File: config.mk
export PLATFORM = sky130hd
export DESIGN_NAME = wrr_sched4
export DESIGN_NICKNAME = d
export VERILOG_FILES = /design/src/rtl/wrr_sched4_pkg.sv /design/src/rtl/wrr_sched4_rr_pick4.sv /design/src/rtl/wrr_sched4.sv
export SDC_FILE = /design/constraint.sdc
export NUM_CORES = 1
export LEC_CHECK = 0
export ABC_AREA = 1
export BUFFER_PORTS_ARGS = -buffer_cell sky130_fd_sc_hd__buf_2
export CORE_MARGIN = 1
export CORE_UTILIZATION = 37
export DETAILED_ROUTE_END_ITERATION = 10
export GPL_TIMING_DRIVEN = 0
export SETUP_SLACK_MARGIN = 0.05
export SYNTH_ARGS = -nofsm -noshare
export SYNTH_HDL_FRONTEND = slang
export SYNTH_SLANG_ARGS = --single-unit
File: constraint.sdc
create_clock -name clk -period 5.8 [get_ports clk]
set_input_delay 0.29 -clock clk [delete_from_list [all_inputs] [get_ports clk]]
set_output_delay 0.29 -clock clk [all_outputs]
set_load 0.005 [all_outputs]
File: src/rtl/wrr_sched4_pkg.sv
// Shared definitions for the four-way weighted round-robin scheduler.
// Optional starvation guard is enabled by defining WRR_STARVE_EN.
package wrr_sched4_pkg;

  localparam int NREQ_DEF       = 4;
  localparam int WT_W_DEF       = 5;
  localparam int STARVE_LIM_DEF = 31;

  typedef enum logic {
    S_IDLE = 1'b0,
    S_OWN  = 1'b1
  } state_e;

  // One-hot to index; returns 0 for an all-zero vector.
  function automatic logic [1:0] oh2idx(input logic [3:0] oh);
    logic [1:0] idx;
    idx = 2'd0;
    for (int i = 0; i < 4; i++) begin
      if (oh[i]) idx = idx | 2'(i);
    end
    return idx;
  endfunction

endpackage

File: src/rtl/wrr_sched4_rr_pick4.sv
// Rotate-priority picker: first eligible client after `last`, wrapping,
// with `last` itself considered at lowest priority.
import wrr_sched4_pkg::*;

module rr_pick4 (
  input  logic [3:0] eligible,
  input  logic [1:0] last,
  output logic       pick_vld,
  output logic [1:0] pick_id
);

  logic [1:0] idx;

  // Scan from farthest offset to nearest so the nearest eligible wins.
  always_comb begin
    pick_vld = 1'b0;
    pick_id  = last;
    idx      = last;
    for (int k = 4; k >= 1; k--) begin
      idx = last + k[1:0];
      if (eligible[idx]) begin
        pick_vld = 1'b1;
        pick_id  = idx;
      end
    end
  end

endmodule

File: src/rtl/wrr_sched4.sv
// Four-requester weighted round-robin scheduler with credit bursts,
// registered one-hot grant and downstream backpressure.
// Define WRR_STARVE_EN to add per-client wait counters that let a
// starved client win the next arbitration ahead of round-robin order.
import wrr_sched4_pkg::*;

module wrr_sched4 #(
  parameter int NREQ       = NREQ_DEF,
  parameter int WT_W       = WT_W_DEF,
  parameter int STARVE_LIM = STARVE_LIM_DEF
) (
  input  logic                 clk,
  input  logic                 reset,
  input  logic [NREQ-1:0]      req,
  input  logic [NREQ*WT_W-1:0] wt,
  input  logic                 wt_ld,
  input  logic                 gnt_busy,
  output logic [NREQ-1:0]      gnt,
  output logic                 gnt_vld,
  output logic [1:0]           gnt_id,
  output logic [WT_W-1:0]      cred_left
);

  state_e                     state_q, state_d;
  logic [NREQ-1:0]            gnt_q, gnt_d;
  logic [WT_W-1:0]            cred_q, cred_d, cred_dec;
  logic [1:0]                 last_q, last_d;
  logic [NREQ-1:0][WT_W-1:0]  wt_reg_q, wt_reg_d;

  logic [NREQ-1:0] elig;
  logic [1:0]      owner, ptr, rr_id, sel_id;
  logic            rr_vld, sel_vld, keep;

  assign owner = oh2idx(gnt_q);
  // While owning, rotation starts after the current owner so a hand-off
  // never re-picks it ahead of others.
  assign ptr   = (state_q == S_OWN) ? owner : last_q;

  // A zero-weight client can never be granted.
  always_comb begin
    elig = '0;
    for (int i = 0; i < NREQ; i++) elig[i] = req[i] && (wt_reg_q[i] != '0);
  end

  rr_pick4 u_pick (
    .eligible (elig),
    .last     (ptr),
    .pick_vld (rr_vld),
    .pick_id  (rr_id)
  );

`ifdef WRR_STARVE_EN
  logic [NREQ-1:0][WT_W-1:0] wait_q, wait_d;
  logic [NREQ-1:0]           starving;
  logic                      st_vld;
  logic [1:0]                st_id;

  // Lowest-index starved client overrides round-robin order.
  always_comb begin
    st_vld = 1'b0;
    st_id  = 2'd0;
    for (int i = NREQ - 1; i >= 0; i--) begin
      starving[i] = elig[i] && (int'(wait_q[i]) >= STARVE_LIM);
      if (starving[i]) begin
        st_vld = 1'b1;
        st_id  = 2'(i);
      end
    end
    sel_vld = st_vld | rr_vld;
    sel_id  = st_vld ? st_id : rr_id;
  end

  // Wait counters saturate; cleared on grant or when the request drops.
  always_comb begin
    wait_d = wait_q;
    for (int i = 0; i < NREQ; i++) begin
      if (!req[i] || gnt_d[i])                              wait_d[i] = '0;
      else if (elig[i] && !gnt_q[i] && (wait_q[i] != '1))   wait_d[i] = wait_q[i] + 1'b1;
    end
  end

  // Wait counter state.
  always_ff @(posedge clk) begin
    if (reset) wait_q <= '0;
    else       wait_q <= wait_d;
  end
`else
  assign sel_vld = rr_vld;
  assign sel_id  = rr_id;
`endif

  // Arbitration: keep the owner while it requests and has credit left,
  // otherwise hand off (or go idle) in the same cycle as the last beat.
  always_comb begin
    state_d  = state_q;
    gnt_d    = gnt_q;
    cred_d   = cred_q;
    last_d   = last_q;
    wt_reg_d = wt_ld ? wt : wt_reg_q;
    cred_dec = ((state_q == S_OWN) && (cred_q != '0)) ? cred_q - 1'b1 : cred_q;
    keep     = (state_q == S_OWN) && req[owner] && (cred_dec != '0);
    if (!gnt_busy) begin
      if (keep) begin
        cred_d = cred_dec;
      end else begin
        if (state_q == S_OWN) last_d = owner;
        gnt_d = '0;
        if (sel_vld) begin
          state_d       = S_OWN;
          gnt_d[sel_id] = 1'b1;
          cred_d        = wt_reg_q[sel_id];
        end else begin
          state_d = S_IDLE;
          cred_d  = '0;
        end
      end
    end
  end

  // Scheduler state with synchronous reset.
  always_ff @(posedge clk) begin
    if (reset) begin
      state_q  <= S_IDLE;
      gnt_q    <= '0;
      cred_q   <= '0;
      last_q   <= 2'd3;
      wt_reg_q <= '0;
    end else begin
      state_q  <= state_d;
      gnt_q    <= gnt_d;
      cred_q   <= cred_d;
      last_q   <= last_d;
      wt_reg_q <= wt_reg_d;
    end
  end

  assign gnt       = gnt_q;
  assign gnt_vld   = |gnt_q;
  assign gnt_id    = owner;
  assign cred_left = cred_q;

endmodule

==> results.yml, run 1 <==
worst_setup_path:
  cp.arrival_ns: 2.39
  critPathLaunchType: "flip-flop"
  startpoint: "cred_left[1]$_SDFFE_PP0N_"
  path_max_fanout: 7
  cp-end-kind: "flip-flop"
  required_ns: 6.02
  path_class: "reg2reg"
  r2r-start: "cred_left[1]$_SDFFE_PP0N_"
synthesis:
  synth_ff_type: "dfxtp_1"
  synth-compound-area-share: 0.163
  ys_seq_area_frac: 0.337
  synth.avg_cell_area_sq_um: 6.54
  synth_commonest_cells: "74 x nand2_1, 52 x nor2_1, 32 x dfxtp_1"
  syn-instance-count: 291
  synth.area.mux_share: 0
  synthAdderAreaFrac: 0.0132
  async_flop_share: 0
  ys_ff_latch: 32
  synthTopCellsByArea: "dfxtp_1 34%, nand2_1 15%, nor2_1 10%, o21ai_0 7.4%, nand3_1 6.8%"
  synth_top_family_by_area: "simple AND/OR/NAND/NOR gates"
  yosysMostFrequentCell: "nand2_1"
  synthSimpleGateAreaFrac: 0.399
  synthXorXnorAreaFrac: 0.0184
  synth_edf_count: 0
  yosys.cell_types.count: 31
  yosysWarnings: 0
  netlist_area_sq_mm: 0.00190
  yosys.area.top_type_share: 0.337
  yosys.area.top_type: "dfxtp_1"
  synth_fp_nets: 321
pwr:
  p_leak_nw: 1.10
  ir_worst_vdd_mv: 0.180
  powerDensity_mw_per_mm2: 552
  total_power_w: 0.00125
die:
  rows: 25
  die_w_um: 73.7
  die_y_um: 73.7
  core_area_sq_mm: 0.00485
  initial_core_util: 0.392
  io_pins: 40
  dieArea_sq_mm: 0.00543
grt:
  first_global_vias: 1830
  grt_max_degree: 11
  gr-total-overflow: 0
  antenna_found_initial: 0
  grt_pass1_wl_mm: 8.12
  track_usage: 0.197
timing:
  tns_ns: 0
  final.period_utilization: 0.376
  period_minus_slack_ns: 2.18
  fmax_ghz: 0.459
  final-setup-viol-count: 0
  tightest_slew_ns: 0.435
  grt_setup_unrepaired: "no"
  clock_skew_ns: 0.00569
  fin_hold_ws_ns: 0.219
  fin_ws_ns: 3.62
  hold_viol: 0
  slew_violations: 0
  slew_headroom: 0.710
drt:
  detail_route.first_pass.iterations: 4
  drcViolationCount: 0
  wire_per_inst_um: 11.3
  initialDrtViolationCount: 109
  drt_wl_total_mm: 4.54
  via_per_inst: 4.78
  dr_total_vias: 1928
  ant_nets: 0
placed_design:
  placedCellCount: 396
  dp.final_hpwl_mm: 3.55
  gp_congestion: 0.823
  portBuffers: 38
  dp_slack_ns: 3.66
clock_network:
  root_buffer: "clkbuf_8"
  postCtsSetupBuffers: 0
  clkTransAtPathRegs_ns: 0.07
  holdBufCountCts: 0
  h-tree-depth: 2
  clkSinkCount: 32
  clock_path_buffers: 2
  clock_latency_ns: 0.29
  cts_buffers: 5
  cts_tree: "built"
  cts_resized: 0
finish:
  layout.nets: 366
  drive_gt1_frac: 0.223
  syn_to_final_growth_pct: 18.7
  finalNonFillerCells: 403
  diodes: 0
outcome:
  outcome: "finished, final reports clean"
run:
  cap_violations: 0
min_path:
  hp-class: "in2reg"
  hold_start: "wt[17]"
-- registers in the layout (all words and copies together) (netlist names) --
register,count
last_q,2
gnt,4
cred_left,5
wt_reg_q,20
state_q,1
-- layout by cell type, fill, tap and decap left out, types with 2 or more instances in the layout --
cell type	instances
nand2_1	74
nor2_1	52
buf_2	41
dfxtp_1	32
o21ai_0	28
nand3_1	26
inv_1	15
a21oi_1	11
clkbuf_1	6
nand2_2	6
clkbuf_8	5
inv_2	4
a21oi_2	4
o211ai_1	3
xor2_1	3
nand3_2	3
nand4_1	3
buf_6	2
o21ai_2	2
ha_1	2
-- report_power, final --
group,internal [W],switching [W],total (W),leakage [nW]
Clock,0.0000810,0.0000813,0.000162,0.0400
Combinational,0.000286,0.000495,0.000781,0.796
Sequential,0.000263,0.0000395,0.000302,0.265
-- cells by family (layout without fill, tap and decap cells) --
family | count (synthesis) | in the layout
simple gates | 171 | 171
compound gates | 52 | 52
flops | 32 | 32
buf+inv | 30 | 75
xor+xnor | 4 | 4
fa+ha+maj | 2 | 2
-- through the flow --
step	cell area (sq um)	utilization
floorplan	1900	-
global placement	2180	0.449
detailed placement	2180	0.449
CTS	2260	0.466
global route	2260	0.466
finish	2260	0.466
-- cell type report --
cell class,count,area (sq um)
fillers,542,2590
multi-input cells,229,1130
flip-flops and latches,32,641
repair buffers,38,190
well taps,67,83.8
inverters,19,71.3
clock buffers,5,68.8
plain buffers,11,60.1
clock inverters,2,12.5
-- critical path: stages (launching register included) --
cell,delay (ns)
dfxtp_1,0.41
inv_1,0.09
ha_1,0.18
nand3b_1,0.09
nand2_1,0.10
nor2_1,0.18
nand2_1,0.09
xor2_1,0.16
nand3_1,0.12
nand2_1,0.08
nand2_1,0.08
nor2_2,0.24
nand3_1,0.15
a21oi_1,0.14
-- final timing paths --
check        depth (start not counted)  slack, ns                   endpoint
min reg2reg                          2       0.48        gnt[2]$_SDFFE_PP0P_
min                                  3       0.22  wt_reg_q[17]$_SDFFE_PP0P_
max reg2reg                         13       3.62        gnt[0]$_SDFFE_PP0P_
max                                 13       3.62        gnt[0]$_SDFFE_PP0P_
-- per-layer routing --
| layer | vias up | track usage | wire length [um] |
|---|---|---|---|
| met4 | 0 | 0.0769 | 90 |
| met3 | 9 | 0.0357 | 201 |
| met1 | 846 | 0.267 | 2310 |
| met2 | 42 | 0.308 | 1940 |
| li1 | 1031 | - | - |
| met5 | - | 0 | 0 |
No activity file was read; power rests on OpenSTA's default activity.
==> run 2: changes to the inputs <==
clock period = 2.2 ns   (was 5.8 ns; I/O delays follow)
==> results.yml, run 2 (synthesis results as in run 1) <==
worst_setup_path:
  path_max_fanout: 8
  critPathLaunchType: "flip-flop"
  cp.arrival_ns: 2.28
  r2r_cells: 18
  cpPeakStageDelay_ns: 0.32
  crit_path_cell_trace: "buf_6 -> or2_4 -> nand2_8 -> nand3_4 -> o21ai_4 -> nand2_1 -> nand2_2 -> nand2_2 -> nand2_2 -> nand2_4 -> nand2_4 -> buf_6 -> nand2_2 -> nand2_1 -> nand2_1 -> nand2_1 -> nand2_1 -> a21oi_2"
  required_ns: 2.42
  cp-end-kind: "flip-flop"
  cpMaxStageDelayCell: "dfxtp_2"
  critical-path-top-delay-family: "simple AND/OR/NAND/NOR gates"
  worst_path_most_repeated_cell: "nand2_1"
  path_class: "reg2reg"
  crit_cells: 18
  crit_buf_inv: 2
finish:
  nFillCells: 514
  final_common_cell: "nand2_1"
  drive_gt1_frac: 0.359
  diodes: 0
  largest_reg_flops: 20
  top_register: "wt_reg_q"
  layout.nets: 381
  layout_common_cells: "57 x nand2_1, 49 x nor2_1, 40 x buf_2, 28 x o21ai_0, 27 x dfxtp_1"
  syn_to_final_growth_pct: 34.7
timing:
  clock_skew_ns: 0.00583
  period_minus_slack_ns: 2.06
  hold_viol: 0
  final-setup-viol-count: 0
  fin_hold_ws_ns: 0.0415
  tightest_slew_ns: 0.443
  fmax_ghz: 0.486
  final.period_utilization: 0.936
  fin_ws_ns: 0.141
  slew_violations: 0
  tns_ns: 0
  grt_setup_unrepaired: "no"
  slew_headroom: 0.705
clock_network:
  clkSinkCount: 32
  cts_tree: "built"
  holdBufCountCts: 0
  h-tree-depth: 2
  clock_latency_ns: 0.28
  cts_buffers: 5
  clkTransAtPathRegs_ns: 0.07
  root_buffer: "clkbuf_8"
  clock_path_buffers: 2
die:
  initial_core_util: 0.392
  rows: 25
  core_area_sq_mm: 0.00485
  die_y_um: 73.7
  die_w_um: 73.7
  io_pins: 40
  dieArea_sq_mm: 0.00543
drt:
  dr_total_vias: 2030
  drcViolationCount: 0
  detail_route.first_pass.iterations: 4
  highest_layer: "met4"
  drt_wl_total_mm: 5.04
  wl_met3_um: 196
  wire_per_inst_um: 12.1
  met2WireLength_mm: 2.28
  ant_nets: 0
  wl_met1_mm: 2.48
  via_per_inst: 4.86
  initialDrtViolationCount: 131
outcome:
  outcome: "finished, final reports clean"
grt:
  grt_max_degree: 11
  grt_pass1_wl_mm: 8.12
  track_usage: 0.197
  gr-total-overflow: 0
  antenna_found_initial: 0
  first_global_vias: 1830
pwr:
  powerDensity_mw_per_mm2: 1570
  ir_worst_vdd_mv: 0.472
  p_leak_nw: 1.21
placed_design:
  portBuffers: 38
  dp_slack_ns: 0.0634
  dp.final_hpwl_mm: 3.55
  gp_congestion: 0.823
min_path:
  hp-class: "in2reg"
  worstHoldPathCells: 3
run:
  cap_violations: 0
## run 2: report_power, final
| part | internal, W | switching, W |
|---|---|---|
| logic | 0.00115 | 0.00161 |
| registers | 0.000704 | 0.000126 |
| clock network | 0.000214 | 0.000215 |
| total | 0.00207 | 0.00195 |
## run 2: worst register-to-register path: cells and delay by family (launching register included)
kind,cells,cell delay [ns]
flip-flops,1,0.32
AO/OA/AOI/OAI,2,0.21
buffers and inverters,2,0.25
AND/OR/NAND/NOR,14,1.23
## run 2: what timing repair did
| action | in CTS | in global routing |
|---|---|---|
| setup buffers | 0 | 13 |
| gates resized for setup | 0 | 59 |
| gates cloned | 0 | 2 |
| setup endpoints to repair | 3 | 12 |
| pin swaps | 0 | 23 |
## run 2: metrics by stage
stage	std cells	total power [W]	cell area [sq um]	util
after global placement	396	0.00286	2180	0.449
after floorplan	291	0.00239	1900	-
after detailed placement	396	0.00287	2180	0.449
after CTS	403	0.00330	2260	0.466
after global routing	418	0.00437	2560	0.529
final	418	0.00402	2560	0.529
## run 2: worst paths after layout
kind                                            from                        end  slack [ns]
worst max-delay path            state_q$_SDFFE_PP0P_  cred_left[2]$_SDFFE_PP0N_        0.14
worst min-delay path                           wt[6]   wt_reg_q[6]$_SDFFE_PP0P_        0.04
worst max register to register  state_q$_SDFFE_PP0P_  cred_left[2]$_SDFFE_PP0N_        0.14
worst min register to register   gnt[0]$_SDFFE_PP0P_        gnt[0]$_SDFFE_PP0P_        0.48
## run 2: final cells by class
cell class	count	area, sq um	area share
Inverter	19	76.3	0.0298
Clock inverter	2	12.5	0.00488
Multi-Input combinational cell	229	1290	0.505
Clock buffer	5	68.8	0.0269
Timing Repair Buffer	53	302	0.118
Sequential cell	32	649	0.253
Buffer	11	75.1	0.0293
Tap cell	67	83.8	0.0327
## run 2: routing by layer
layer	up-vias	GRT usage
met5	-	0
met4	0	0.0769
met3	7	0.0357
met2	41	0.308
met1	917	0.267
li1	1065	-
==> run 3: changes to the inputs <==
CELL_PAD_IN_SITES_DETAIL_PLACEMENT = 1   (was not set)
CELL_PAD_IN_SITES_GLOBAL_PLACEMENT = 2   (was not set)
CORE_UTILIZATION = 29   (was 37)
HOLD_SLACK_MARGIN = 0.15   (was not set)
PLACE_DENSITY_LB_ADDON = 0.1   (was not set)
==> results.yml, run 3 (synthesis results as in run 1) <==
pwr:
  p_leak_nw: 1.38
  total_power_w: 0.00468
  powerDensity_mw_per_mm2: 1610
  p_sw_w: 0.00217
  ir_worst_vdd_mv: 0.702
  clkPwrFrac: 0.106
  p_comb_frac: 0.717
  switching_share: 0.465
  internal_power_w: 0.00251
  pwr-share-seq: 0.177
finish:
  top_register: "wt_reg_q"
  drive_gt1_frac: 0.348
  finalNonFillerCells: 456
  syn_to_final_growth_pct: 52.7
  final_area_sq_mm: 0.00290
  largest_reg_flops: 20
  final_common_cell: "nand2_1"
  diodes: 0
  layout.nets: 409
  layout_common_cells: "60 x nand2_1, 47 x nor2_1, 38 x buf_2, 28 x o21ai_0, 27 x dfxtp_1"
clock_network:
  cts_tree: "built"
  clkSinkCount: 32
  clock_latency_ns: 0.28
  h-tree-depth: 2
  cts_buffers: 5
  clock_path_buffers: 2
  root_buffer: "clkbuf_8"
  clkTransAtPathRegs_ns: 0.07
placed_design:
  portBuffers: 38
  dp.final_hpwl_mm: 4.37
  dpl_cell_area_sq_mm: 0.00219
  placedCellCount: 406
  gp_congestion: 0.776
drt:
  initialDrtViolationCount: 36
  drt_wl_total_mm: 6.22
  ant_nets: 0
  drcViolationCount: 0
  detail_route.first_pass.iterations: 4
  via_per_inst: 4.77
  dr_total_vias: 2176
  wire_per_inst_um: 13.6
timing:
  slew_headroom: 0.711
  fmax_ghz: 0.480
  period_minus_slack_ns: 2.08
  clock_skew_ns: 0.00218
  slew_violations: 0
  hold_viol: 0
  tightest_slew_ns: 0.434
  final.period_utilization: 0.948
  grt_setup_unrepaired: "yes"
  final-setup-viol-count: 0
grt:
  grt_max_degree: 11
  grt_pass1_wl_mm: 9.89
  first_global_vias: 2071
  track_usage: 0.178
  gr-total-overflow: 0
  antenna_found_initial: 0
worst_setup_path:
  cp.arrival_ns: 2.30
  worst_path_most_repeated_cell: "nand2_1"
  cpPeakStageDelay_ns: 0.32
  path_max_fanout: 6
  crit_buf_inv: 4
  critical-path-top-delay-family: "simple AND/OR/NAND/NOR gates"
  required_ns: 2.42
  path_class: "reg2reg"
  cp-end-kind: "flip-flop"
  crit_path_cell_trace: "buf_6 -> or2_4 -> nand2_8 -> buf_6 -> nand2_2 -> nand3_2 -> nand2_1 -> inv_2 -> nand2_4 -> nand2_4 -> nand2_4 -> nand2_8 -> clkbuf_16 -> nand2_1 -> nand2_1 -> nand2_1 -> nand2_1 -> nand2_1 -> a21oi_2"
  cpMaxStageDelayCell: "dfxtp_2"
  critPathLaunchType: "flip-flop"
die:
  io_pins: 40
  initial_core_util: 0.300
  rows: 29
  core_area_sq_mm: 0.00635
  die_y_um: 83.0
  die_w_um: 83.0
  dieArea_sq_mm: 0.00689
outcome:
  outcome: "finished, final reports clean"
run:
  cap_violations: 0
min_path:
  hp-class: "in2reg"
==> run 3: cell count changes in the layout (fill, tap and decap cells not counted), moves of 3 or more <==
cell	before	now
buf_4	13	22
nand2_2	20	12
dlygate4sd3_1	0	20
nand3_1	20	23
nand2_1	57	60
nand2_4	4	8
==> run 3: final timing paths <==
check | startpoint | endpoint | slack [ns] | depth (start not counted)
setup / recovery | state_q$_SDFFE_PP0P_ | cred_left[3]$_SDFFE_PP0N_ | 0.12 | 19
hold / removal | wt_ld | wt_reg_q[12]$_SDFFE_PP0P_ | 0.18 | 3
setup reg to reg | state_q$_SDFFE_PP0P_ | cred_left[3]$_SDFFE_PP0N_ | 0.12 | 19
hold reg to reg | gnt[0]$_SDFFE_PP0P_ | gnt[0]$_SDFFE_PP0P_ | 0.48 | 2
==> run 3: metal layers <==
metal / up-vias / part of all wire / GRT usage
met1: 1020 / 0.46 / 0.226
li1: 1119 / - / -
met4: 0 / 0.0074 / 0.0533
met2: 33 / 0.51 / 0.304
met3: 4 / 0.025 / 0.0338
met5: - / 0 / 0
==> run 3: through the flow <==
step	setup TNS (ns)	worst slack [ns]	hold slack, ns	util
floorplan	0	0.322	0.245	-
global placement	0	0.00835	0.329	0.345
detailed placement	-0.0315	-0.0230	0.340	0.345
CTS	0	0.0373	0.183	0.395
global route	-0.0424	-0.0315	0.197	0.457
finish	0	0.115	0.184	0.457
==> run 3: area by class of cell <==
type                            instances  area [sq um]
Timing Repair Buffer                   81           584
Clock buffer                            7          96.3
Buffer                                 11          78.8
Sequential cell                        32           654
Inverter                               19          78.8
Multi-Input combinational cell        229          1320
Fill cell                             813          3450
Tap cell                               77          96.3
==> run 3: worst register-to-register path, stage by stage (launching register included) <==
cell       delay (ns)
dfxtp_2          0.32
buf_6            0.13
or2_4            0.25
nand2_8          0.09
buf_6            0.13
nand2_2          0.06
nand3_2          0.09
nand2_1          0.07
inv_2            0.07
nand2_4          0.07
nand2_4          0.06
nand2_4          0.07
nand2_8          0.10
clkbuf_16        0.14
nand2_1          0.05
nand2_1          0.07
nand2_1          0.05
nand2_1          0.06
nand2_1          0.06
a21oi_2          0.10
==> run 3: timing repair <==
item                                    CTS  global route
pin swaps                                 1            28
buffers inserted                          1            21
cloned                                    0             1
hold buffers                             20             0
resized for setup                         7            58
endpoints found under the setup margin   11            12
hold endpoints to repair                 20             0
==> run 3: power by group through the flow <==
| stage | Clock [W] | Combinational, W | Sequential (W) |
|---|---|---|---|
| 2_1_floorplan | 0 | 0.00159 | 0.000796 |
| 3_3_place_gp | 0 | 0.00214 | 0.000808 |
| 3_5_place_dp | 0 | 0.00215 | 0.000814 |
| 4_1_cts | 0.000512 | 0.00225 | 0.000806 |
| 5_1_grt | 0.000540 | 0.00370 | 0.000849 |
| 6_report | 0.000494 | 0.00335 | 0.000830 |
